==> src/rtl/spi_byte_master.sv <==
// Byte-wide SPI master: shifts one byte out on mosi while sampling the selected MISO line.
// All outputs are registered; fsm_state exposes the controller state for observation.
module spi_byte_master #(
  parameter int SPI_MODE          = 0,
  parameter int CLKS_PER_HALF_BIT = 2,
  parameter int NUM_MISO          = 8
) (
  input  logic                clk,
  input  logic                rst,
  input  logic [7:0]          spitx,
  input  logic                spitxdv,
  output logic                spitxready,
  output logic [7:0]          spirx,
  output logic                spirxdv,
  input  logic [2:0]          spimisossel,
  input  logic [NUM_MISO-1:0] spimiso,
  output logic                sclk,
  output logic                mosi,
  output logic [1:0]          fsm_state
);

  localparam logic CPOL = 1'(SPI_MODE >> 1);
  localparam logic CPHA = 1'(SPI_MODE);
  localparam int   HW   = (CLKS_PER_HALF_BIT > 2) ? $clog2(CLKS_PER_HALF_BIT) : 1;
  localparam logic [HW-1:0] HALF_LAST = HW'(CLKS_PER_HALF_BIT - 1);

  // Handshake: a byte is taken on a rising clk edge where spitxdv=1 and spitxready=1;
  // spirxdv is a one-cycle pulse and spirx holds its value until the next completion.
  typedef enum logic [1:0] {
    S_IDLE  = 2'd0,
    S_SHIFT = 2'd1,
    S_DONE  = 2'd2
  } state_t;

  state_t        state_q, state_d;
  logic [HW-1:0] half_cnt;
  logic [4:0]    edge_cnt;
  logic [7:0]    tx_sr, rx_sr;
  logic [2:0]    sel_q;
  logic [7:0]    miso_pad;
  logic          miso_bit, accept, shifting, half_wrap, leading, sample_now, drive_now;

  assign fsm_state = state_q;

  always_comb begin
    // Unpopulated select positions read as constant 0.
    miso_pad                 = '0;
    miso_pad[NUM_MISO-1:0]   = spimiso;
    miso_bit                 = miso_pad[sel_q];
    accept                   = spitxdv && spitxready;
    shifting                 = (state_q == S_SHIFT) && (edge_cnt != 5'd16);
    half_wrap                = shifting && (half_cnt == HALF_LAST);
    leading                  = ~edge_cnt[0];
    sample_now               = half_wrap && (leading ^ CPHA);
    drive_now                = half_wrap && (CPHA ? leading : (!leading && edge_cnt < 5'd14));
    state_d                  = state_q;
    case (state_q)
      S_IDLE:  if (accept) state_d = S_SHIFT;
      S_SHIFT: if (edge_cnt == 5'd16) state_d = S_DONE;
      S_DONE:  state_d = accept ? S_SHIFT : S_IDLE;
      default: state_d = S_IDLE;
    endcase
  end

  always_ff @(posedge clk or posedge rst) begin
    if (rst) begin
      state_q    <= S_IDLE;
      half_cnt   <= '0;
      edge_cnt   <= '0;
      tx_sr      <= '0;
      rx_sr      <= '0;
      sel_q      <= '0;
      sclk       <= CPOL;
      mosi       <= 1'b0;
      spitxready <= 1'b0;
      spirxdv    <= 1'b0;
      spirx      <= '0;
    end else begin
      state_q    <= state_d;
      spitxready <= (state_d != S_SHIFT);
      spirxdv    <= (state_d == S_DONE);
      if (state_d == S_DONE) spirx <= rx_sr;
      if (accept) begin
        tx_sr    <= spitx;
        sel_q    <= spimisossel;
        rx_sr    <= '0;
        half_cnt <= '0;
        edge_cnt <= '0;
        if (!CPHA) mosi <= spitx[7];
      end else if (shifting) begin
        if (half_wrap) begin
          half_cnt <= '0;
          sclk     <= ~sclk;
          edge_cnt <= edge_cnt + 5'd1;
        end else begin
          half_cnt <= half_cnt + 1'b1;
        end
        if (sample_now) rx_sr <= {rx_sr[6:0], miso_bit};
        // Mode 0/2 pre-loads bit 7 at acceptance, so trailing edges drive from bit 6.
        if (drive_now) begin
          mosi  <= CPHA ? tx_sr[7] : tx_sr[6];
          tx_sr <= {tx_sr[6:0], 1'b0};
        end
      end
    end
  end

endmodule

==> config.mk <==
export PLATFORM = sky130hd
export DESIGN_NAME = spi_byte_master
export DESIGN_NICKNAME = d
export VERILOG_FILES = /design/src/rtl/spi_byte_master.sv
export SDC_FILE = /design/constraint.sdc
export NUM_CORES = 1
export LEC_CHECK = 0
export CAP_MARGIN = 20
export CORE_ASPECT_RATIO = 0.6
export CORE_MARGIN = 5
export CORE_UTILIZATION = 33
export CTS_CLUSTER_SIZE = 28
export DETAILED_ROUTE_END_ITERATION = 6
export PLACE_DENSITY = 0.66
export REMOVE_ABC_BUFFERS = 1
export SLEW_MARGIN = 20
export SYNTH_ARGS = -nofsm -noshare
export SYNTH_HDL_FRONTEND = slang
export SYNTH_SLANG_ARGS = --single-unit
==> constraint.sdc <==
create_clock -name clk -period 1.7 [get_ports clk]
set_clock_uncertainty 0.2 [all_clocks]
set_input_delay 0.425 -clock clk [delete_from_list [all_inputs] [get_ports clk]]
set_output_delay 0.425 -clock clk [all_outputs]
set_load 0.005 [all_outputs]
==> reports/qor.csv, run 1 <==
stage,metric,value,unit
critical_path,cp.arrival,1.65,ns
timing,period_needed,1.68,ns
floorplanning,design.die.area,0.00659,mm²
synthesis,synth_area_leaders,"dfrtp_1 (57%), nand2_1 (8.6%), mux2i_1 (4.8%)",
floorplanning,fp-row-count,20,
critical_path,start_kind,flop,
timing,finalHoldViolCount,0,
clock_tree,cts-root-buf,clkbuf_8,
timing,rsz0062_at_grt,true,
critical_path,critPathTopFamily,multiplexers,
routing,drt_first_iter_violations,67,
grt,grt_pass1_wl,5710,µm
critical_path,cp_max_fo,3,
placed_design,globalplace.congestion,0.751,
clock_tree,clockBufferDepth,2,
synthesis,seq_area_frac_synth,0.573,
routing,drtAntennaViolNets,0,
timing,min_period_over_period,0.987,
finish,antenna_cells,0,
synthesis,synth_ff_type,dfrtp_1,
run,drv_cap,0,
timing,slew_viol_final,0,
critical_path,cp.buffers_inverters,0,
power,power,0.00326,W
grt,grt_pass1_vias,1236,
routing,wl_per_cell,12.2,µm
synthesis,synth_cell_types,28,
synthesis,async_reset_ff_frac,1.00,
timing,maxSlewHeadroom,0.815,
critical_path,cpPeakStageDelay,0.51,ns
grt,antenna_found_initial,0,
power,p_leak,1.24,nW
clock_tree,cts_tree,built,
placed_design,dp_hpwl,2440,µm
power,powerDensity,1400,mW/mm²
placed_design,io_buffer_count,35,
floorplanning,die_h,64.9,µm
floorplanning,io_pins,36,
floorplanning,core-area,0.00495,mm²
worst_hold_path,min_path_cells,2,
synthesis,syn_inst,152,
grt,grt_start_max_net_pins,39,
routing,drc,0,
power,peakVddDrop,0.481,mV
timing,tightest_slew,0.278,ns
routing,wl_met1,1770,µm
routing,firstDrtPassIters,4,
finish,finalNonFillerCells,272,
floorplanning,initial_core_util,0.335,
grt,track_usage,0.109,
clock_tree,cts_made_buffers,5,
routing,wirelength,3310,µm
finish,fin_util,0.471,
routing,route.met2.wl,1360,µm
timing,fmax,596,MHz
critical_path,critPathKind,flop to flop,
routing,met3WireLength,154,µm
placed_design,dpl.cell_count,264,
critical_path,worstPathCellList,mux4_2 -> mux2_4 -> mux2i_1 -> nor2_1,
finish,drive_above_1_share,0.180,
finish,nets,231,
critical_path,ff2ff_path_depth,4,
clock_tree,clock_latency,0.28,ns
synthesis,ys_warn_count,0,
placed_design,pre_cts_ws,-0.341,ns
worst_hold_path,hp-class,flop to flop,
critical_path,slowest_stage,mux4_2,
floorplanning,dieWidth,102,µm
clock_tree,clkSinkCount,38,
finish,syn2layout_area_growth,40.6,%
critical_path,crit_cells,4,
routing,vias,1238,
status,status,"complete, no violations",
routing,routed.top_layer,met4,
synthesis,synth_area_leader_cell,dfrtp_1,
finish,final_cell_mix,"nand2_1 (38), dfrtp_1 (38), dlygate4sd2_1 (20)",
synthesis,synthDominantCellAreaShare,0.573,
synthesis,synth-seq-cells,38,
grt,globalRouteOverflowTotal,0,
critical_path,worst_setup_path_end_kind,flop,
clock_tree,path_clk_slew,0.07,ns
synthesis,avgSynthCellArea,10.9,µm²
synthesis,synth_edf_count,0,
timing,finalSetupViolations,0,
synthesis,syn_area,0.00166,mm²
timing,fin_ws,0.0214,ns
routing,via_per_inst,4.55,
clock_tree,htree_levels,2,
critical_path,required,1.67,ns
==> repair_timing <==
item | in CTS | in global routing
buffers inserted | 0 | 1
hold buffers | 0 | 0
gates cloned | 0 | 1
resized for setup | 25 | 6
pin swaps | 1 | 4
endpoints found under the setup margin | 29 | 22
==> final timing paths <==
check	startpoint	end	slack [ns]
setup / recovery	sel_q[1]$_DFFE_PP0P_	rx_sr[0]$_DFFE_PP0P_	0.02
hold / removal	spirx[7]$_DFFE_PP0N_	spirx[7]$_DFFE_PP0N_	0.27
setup reg to reg	sel_q[1]$_DFFE_PP0P_	rx_sr[0]$_DFFE_PP0P_	0.02
hold reg to reg	spirx[7]$_DFFE_PP0N_	spirx[7]$_DFFE_PP0N_	0.27
max in group asynchronous	rst	sel_q[2]$_DFFE_PP0P_	0.83
min in group asynchronous	rst	spirx[5]$_DFFE_PP0N_	0.28
==> worst min-delay path, delay by kind of cell (launching register included) <==
kind,cells,cell delay [ns]
flops,1,0.34
simple gates,2,0.10
==> synthesized netlist by cell type, types with 2 or more instances <==
master and count:
dfrtp_1 38, a221o_1 7, and3_1 6, a21oi_1 2, nor2_1 13, xor2_1 5
buf_6 2, nand3_1 4, ha_1 2, mux2i_1 8, inv_1 5, buf_2 4
nand4_1 2, mux4_2 2, nand2_1 38, clkbuf_1 2
==> routing by layer <==
| metal | up-vias | track usage |
|---|---|---|
| met5 | - | 0 |
| met4 | 0 | 0.0348 |
| met3 | 4 | 0.0430 |
| met2 | 25 | 0.150 |
| met1 | 591 | 0.157 |
| li1 | 618 | - |
==> registers in the layout (all words and copies together), names as in the netlist <==
signal / count
sclk: 1
rx_sr: 8
mosi: 1
spitxready: 1
sel_q: 3
spirxdv: 1
half_cnt: 1
fsm_state: 2
tx_sr: 7
spirx: 8
edge_cnt: 5
==> report_power, final <==
group | internal (W) | total (W) | switching, W
Sequential | 0.00119 | 0.00136 | 0.000167
Clock | 0.000312 | 0.000595 | 0.000282
Combinational | 0.000744 | 0.00130 | 0.000560
==> per-stage QoR <==
| step | TNS [ns] | hold slack, ns | area [µm²] |
|---|---|---|---|
| 2_1_floorplan | -1.15 | 0.238 | 1610 |
| 3_3_place_gp | -3.92 | 0.262 | 2220 |
| 3_5_place_dp | -4.04 | 0.263 | 2220 |
| 4_1_cts | 0 | 0.277 | 2290 |
| 5_1_grt | -0.436 | 0.288 | 2330 |
| 6_report | 0 | 0.270 | 2330 |
==> cell families (layout without fill, tap and decap cells) <==
| group | count (synthesis) | after routing | synth area share |
|---|---|---|---|
| muxes | 11 | 11 | 0.0822 |
| buffers and inverters | 14 | 68 | 0.0437 |
| AOI/OAI and AO/OA | 11 | 11 | 0.0581 |
| DFF | 38 | 38 | 0.573 |
| and+or+nand+nor | 71 | 71 | 0.201 |
| adders and majority gates | 2 | 2 | 0.0151 |
| xor gates and xnor gates | 5 | 5 | 0.0264 |
==> layout make-up <==
class | count | area (µm²)
flip-flops and latches | 38 | 951
fillers | 473 | 2620
inverters | 6 | 25.0
clock buffers | 6 | 82.6
repair buffers | 56 | 538
multi-input cells | 100 | 654
well taps | 66 | 82.6
No activity file was read; power rests on OpenSTA's default activity.
==> run 2, diff against run 1 <==
--- a/config.mk
+++ b/config.mk
@@ -17,3 +17,4 @@
 export SYNTH_ARGS = -nofsm -noshare
 export SYNTH_HDL_FRONTEND = slang
 export SYNTH_SLANG_ARGS = --single-unit
+export TNS_END_PERCENT = 1
==> run 2 against run 1 <==
  * Total power increased by 0.35%
  * Non-clock buffer count is the same
  * Maximum frequency down 0.40%
  * Setup slack got worse by 0.0067 ns
  * Via count increased by 0.57%
  * Utilization rose by 0.61 points
  * Critical path depth is the same
  * Clock power is 0.8% higher
  * Register-to-register slack about the same
  * Combinational power is essentially flat
  * Wire length is 1.3% higher
  * Design area grew 1.3%
  * Critical endpoint unchanged
==> reports/qor.csv, run 2 (same netlist as run 1, synthesis figures left out) <==
stage,metric,value,unit,change
routing,wl_per_cell,12.3,µm,+1.3%
worst_hold_path,hp-class,flop to flop,,
grt,antenna_found_initial,0,,unchanged
floorplanning,fp-row-count,20,,unchanged
clock_tree,clkSinkCount,38,,unchanged
timing,finalSetupViolations,0,,unchanged
critical_path,critPathKind,flop to flop,,
power,powerDensity,1380,mW/mm²,-0.92%
grt,globalRouteOverflowTotal,0,,unchanged
routing,wirelength,3350,µm,+1.3%
timing,tns,0,ns,unchanged
placed_design,dp_hpwl,2440,µm,unchanged
critical_path,cp_max_fo,3,,unchanged
timing,rsz0062_at_grt,true,,
grt,grt_pass1_wl,5710,µm,unchanged
routing,via_per_inst,4.58,,+0.57%
finish,fillers,463,,-2.1%
floorplanning,dieWidth,102,µm,unchanged
timing,period_needed,1.69,ns,+0.00672 ns
timing,finalHoldViolCount,0,,unchanged
timing,slew_viol_final,0,,unchanged
critical_path,cp.arrival,1.66,ns,about the same
grt,grt_start_max_net_pins,39,,unchanged
status,status,"complete, no violations",,
routing,drtAntennaViolNets,0,,unchanged
floorplanning,core-area,0.00495,mm²,unchanged
finish,syn2layout_area_growth,42.5,%,
clock_tree,path_clk_slew,0.07,ns,about the same
routing,vias,1245,,+0.57%
critical_path,crit_start,sel_q[1]$_DFFE_PP0P_,,
clock_tree,cts_tree,built,,
critical_path,rr_endpoint,rx_sr[0]$_DFFE_PP0P_,,
clock_tree,cts_made_buffers,5,,unchanged
placed_design,globalplace.congestion,0.751,,unchanged
timing,min_period_over_period,0.991,,+0.00395
finish,nets,231,,unchanged
critical_path,worst_setup_path_end_kind,flop,,
timing,tightest_slew,0.278,ns,+0.000692 ns
finish,multi_input_area,654,µm²,unchanged
placed_design,io_buffer_count,35,,unchanged
critical_path,required,1.68,ns,about the same
critical_path,crit_path_end,rx_sr[0]$_DFFE_PP0P_,,
floorplanning,io_pins,36,,unchanged
timing,maxSlewHeadroom,0.814,,about the same
finish,reg_top3,"rx_sr: 8 flops, spirx: 8 flops, tx_sr: 7 flops",,
routing,drt_first_iter_violations,66,,-1.5%
finish,drive_above_1_share,0.180,,unchanged
routing,drc,0,,unchanged
power,p_leak,1.30,nW,+5.0%
critical_path,start_kind,flop,,
run,drv_cap,0,,unchanged
critical_path,ff2ff_path_depth,4,,unchanged
grt,grt_pass1_vias,1236,,unchanged
floorplanning,design.die.area,0.00659,mm²,unchanged
finish,final_cell_mix,"nand2_1 (38), dfrtp_1 (38), buf_4 (17)",,
routing,firstDrtPassIters,4,,unchanged
clock_tree,cts-root-buf,clkbuf_8,,
floorplanning,die_h,64.9,µm,unchanged
timing,fmax,593,MHz,-0.40%
clock_tree,clock_latency,0.28,ns,about the same
clock_tree,clockBufferDepth,2,,unchanged
power,power,0.00327,W,+0.35%
finish,antenna_cells,0,,unchanged
worst_hold_path,min_path_cells,2,,unchanged
critical_path,r2r_slack,0.01,ns,about the same
critical_path,timing.rr.start,sel_q[1]$_DFFE_PP0P_,,
power,peakVddDrop,0.491,mV,+2.2%
finish,regArea,951,µm²,unchanged
clock_tree,hold_buffers,0,,unchanged
clock_tree,htree_levels,2,,unchanged
floorplanning,initial_core_util,0.335,,unchanged
grt,track_usage,0.109,,unchanged
## run 2: changes by cell type in the layout (fill, tap and decap cells not counted), sizes merged
cell	previous run	this run
dlymetal6s2s	0	8
dlygate4sd2	20	12
## run 2: worst min-delay path by stage
stage,endpoint,slack [ns],start
6_report,spirx[7]$_DFFE_PP0N_,0.27,spirx[7]$_DFFE_PP0N_
5_1_grt,spirx[5]$_DFFE_PP0N_,0.29,rst
4_1_cts,spirx[7]$_DFFE_PP0N_,0.28,spirx[7]$_DFFE_PP0N_
3_5_place_dp,spirx[7]$_DFFE_PP0N_,0.26,spirx[7]$_DFFE_PP0N_
3_3_place_gp,spirx[7]$_DFFE_PP0N_,0.26,rx_sr[7]$_DFFE_PP0P_
2_1_floorplan,spirx[7]$_DFFE_PP0N_,0.24,rx_sr[7]$_DFFE_PP0P_
## run 2: area by class of cell
cell class	count	share of cell area
inverters	6	0.0106
clock buffers	6	0.0349
multi-input cells	100	0.277
well taps	66	0.0349
flip-flops and latches	38	0.402
repair buffers	56	0.240
## run 2: what timing repair did
| action | in CTS | in global routing |
|---|---|---|
| pin swaps | 0 | 4 |
| setup endpoints to repair | 29 | 22 |
| resized for setup | 17 | 14 |
| cloned | 0 | 1 |
| buffers inserted | 0 | 1 |
## run 2: per-layer routing
metal,track usage,vias to the layer above,share of wire
li1,-,619,-
met1,0.157,593,0.53
met2,0.150,29,0.41
met3,0.0430,4,0.051
met4,0.0348,0,0.0072
met5,0,-,0
## run 2: report_power, final
group          leakage (nW)  internal [W]  total [W]  switching, W
combinational         0.765      0.000749    0.00131      0.000561
clock                0.0431      0.000313   0.000600      0.000288
sequential            0.491       0.00119    0.00136      0.000168
total                  1.30       0.00225    0.00327       0.00102
## run 2: per-stage QoR
step                 util  cells  area [µm²]  hold slack [ns]  worst slack, ns
floorplan               -    144        1610            0.238           -0.110
CTS                 0.464    270        2300            0.277          -0.0367
global placement    0.448    264        2220            0.262           -0.323
finish              0.477    272        2360            0.270           0.0146
detailed placement  0.448    264        2220            0.263           -0.341
global route        0.477    272        2360            0.288          -0.0540
## run 2: critical path, stage by stage, from the launching register on
cell	delay, ns
dfrtp_1	0.41
mux4_2	0.51
mux2_4	0.27
mux2i_1	0.13
nor2_1	0.06
==> run 3, diff against run 2 <==
--- a/config.mk
+++ b/config.mk
@@ -5,6 +5,7 @@
 export SDC_FILE = /design/constraint.sdc
 export NUM_CORES = 1
 export LEC_CHECK = 0
+export ABC_CLOCK_PERIOD_IN_PS = 1700
 export CAP_MARGIN = 20
 export CORE_ASPECT_RATIO = 0.6
 export CORE_MARGIN = 5
==> results of run 3 <==
No change in the layout: final DEF, timing and power equal those of run 2.
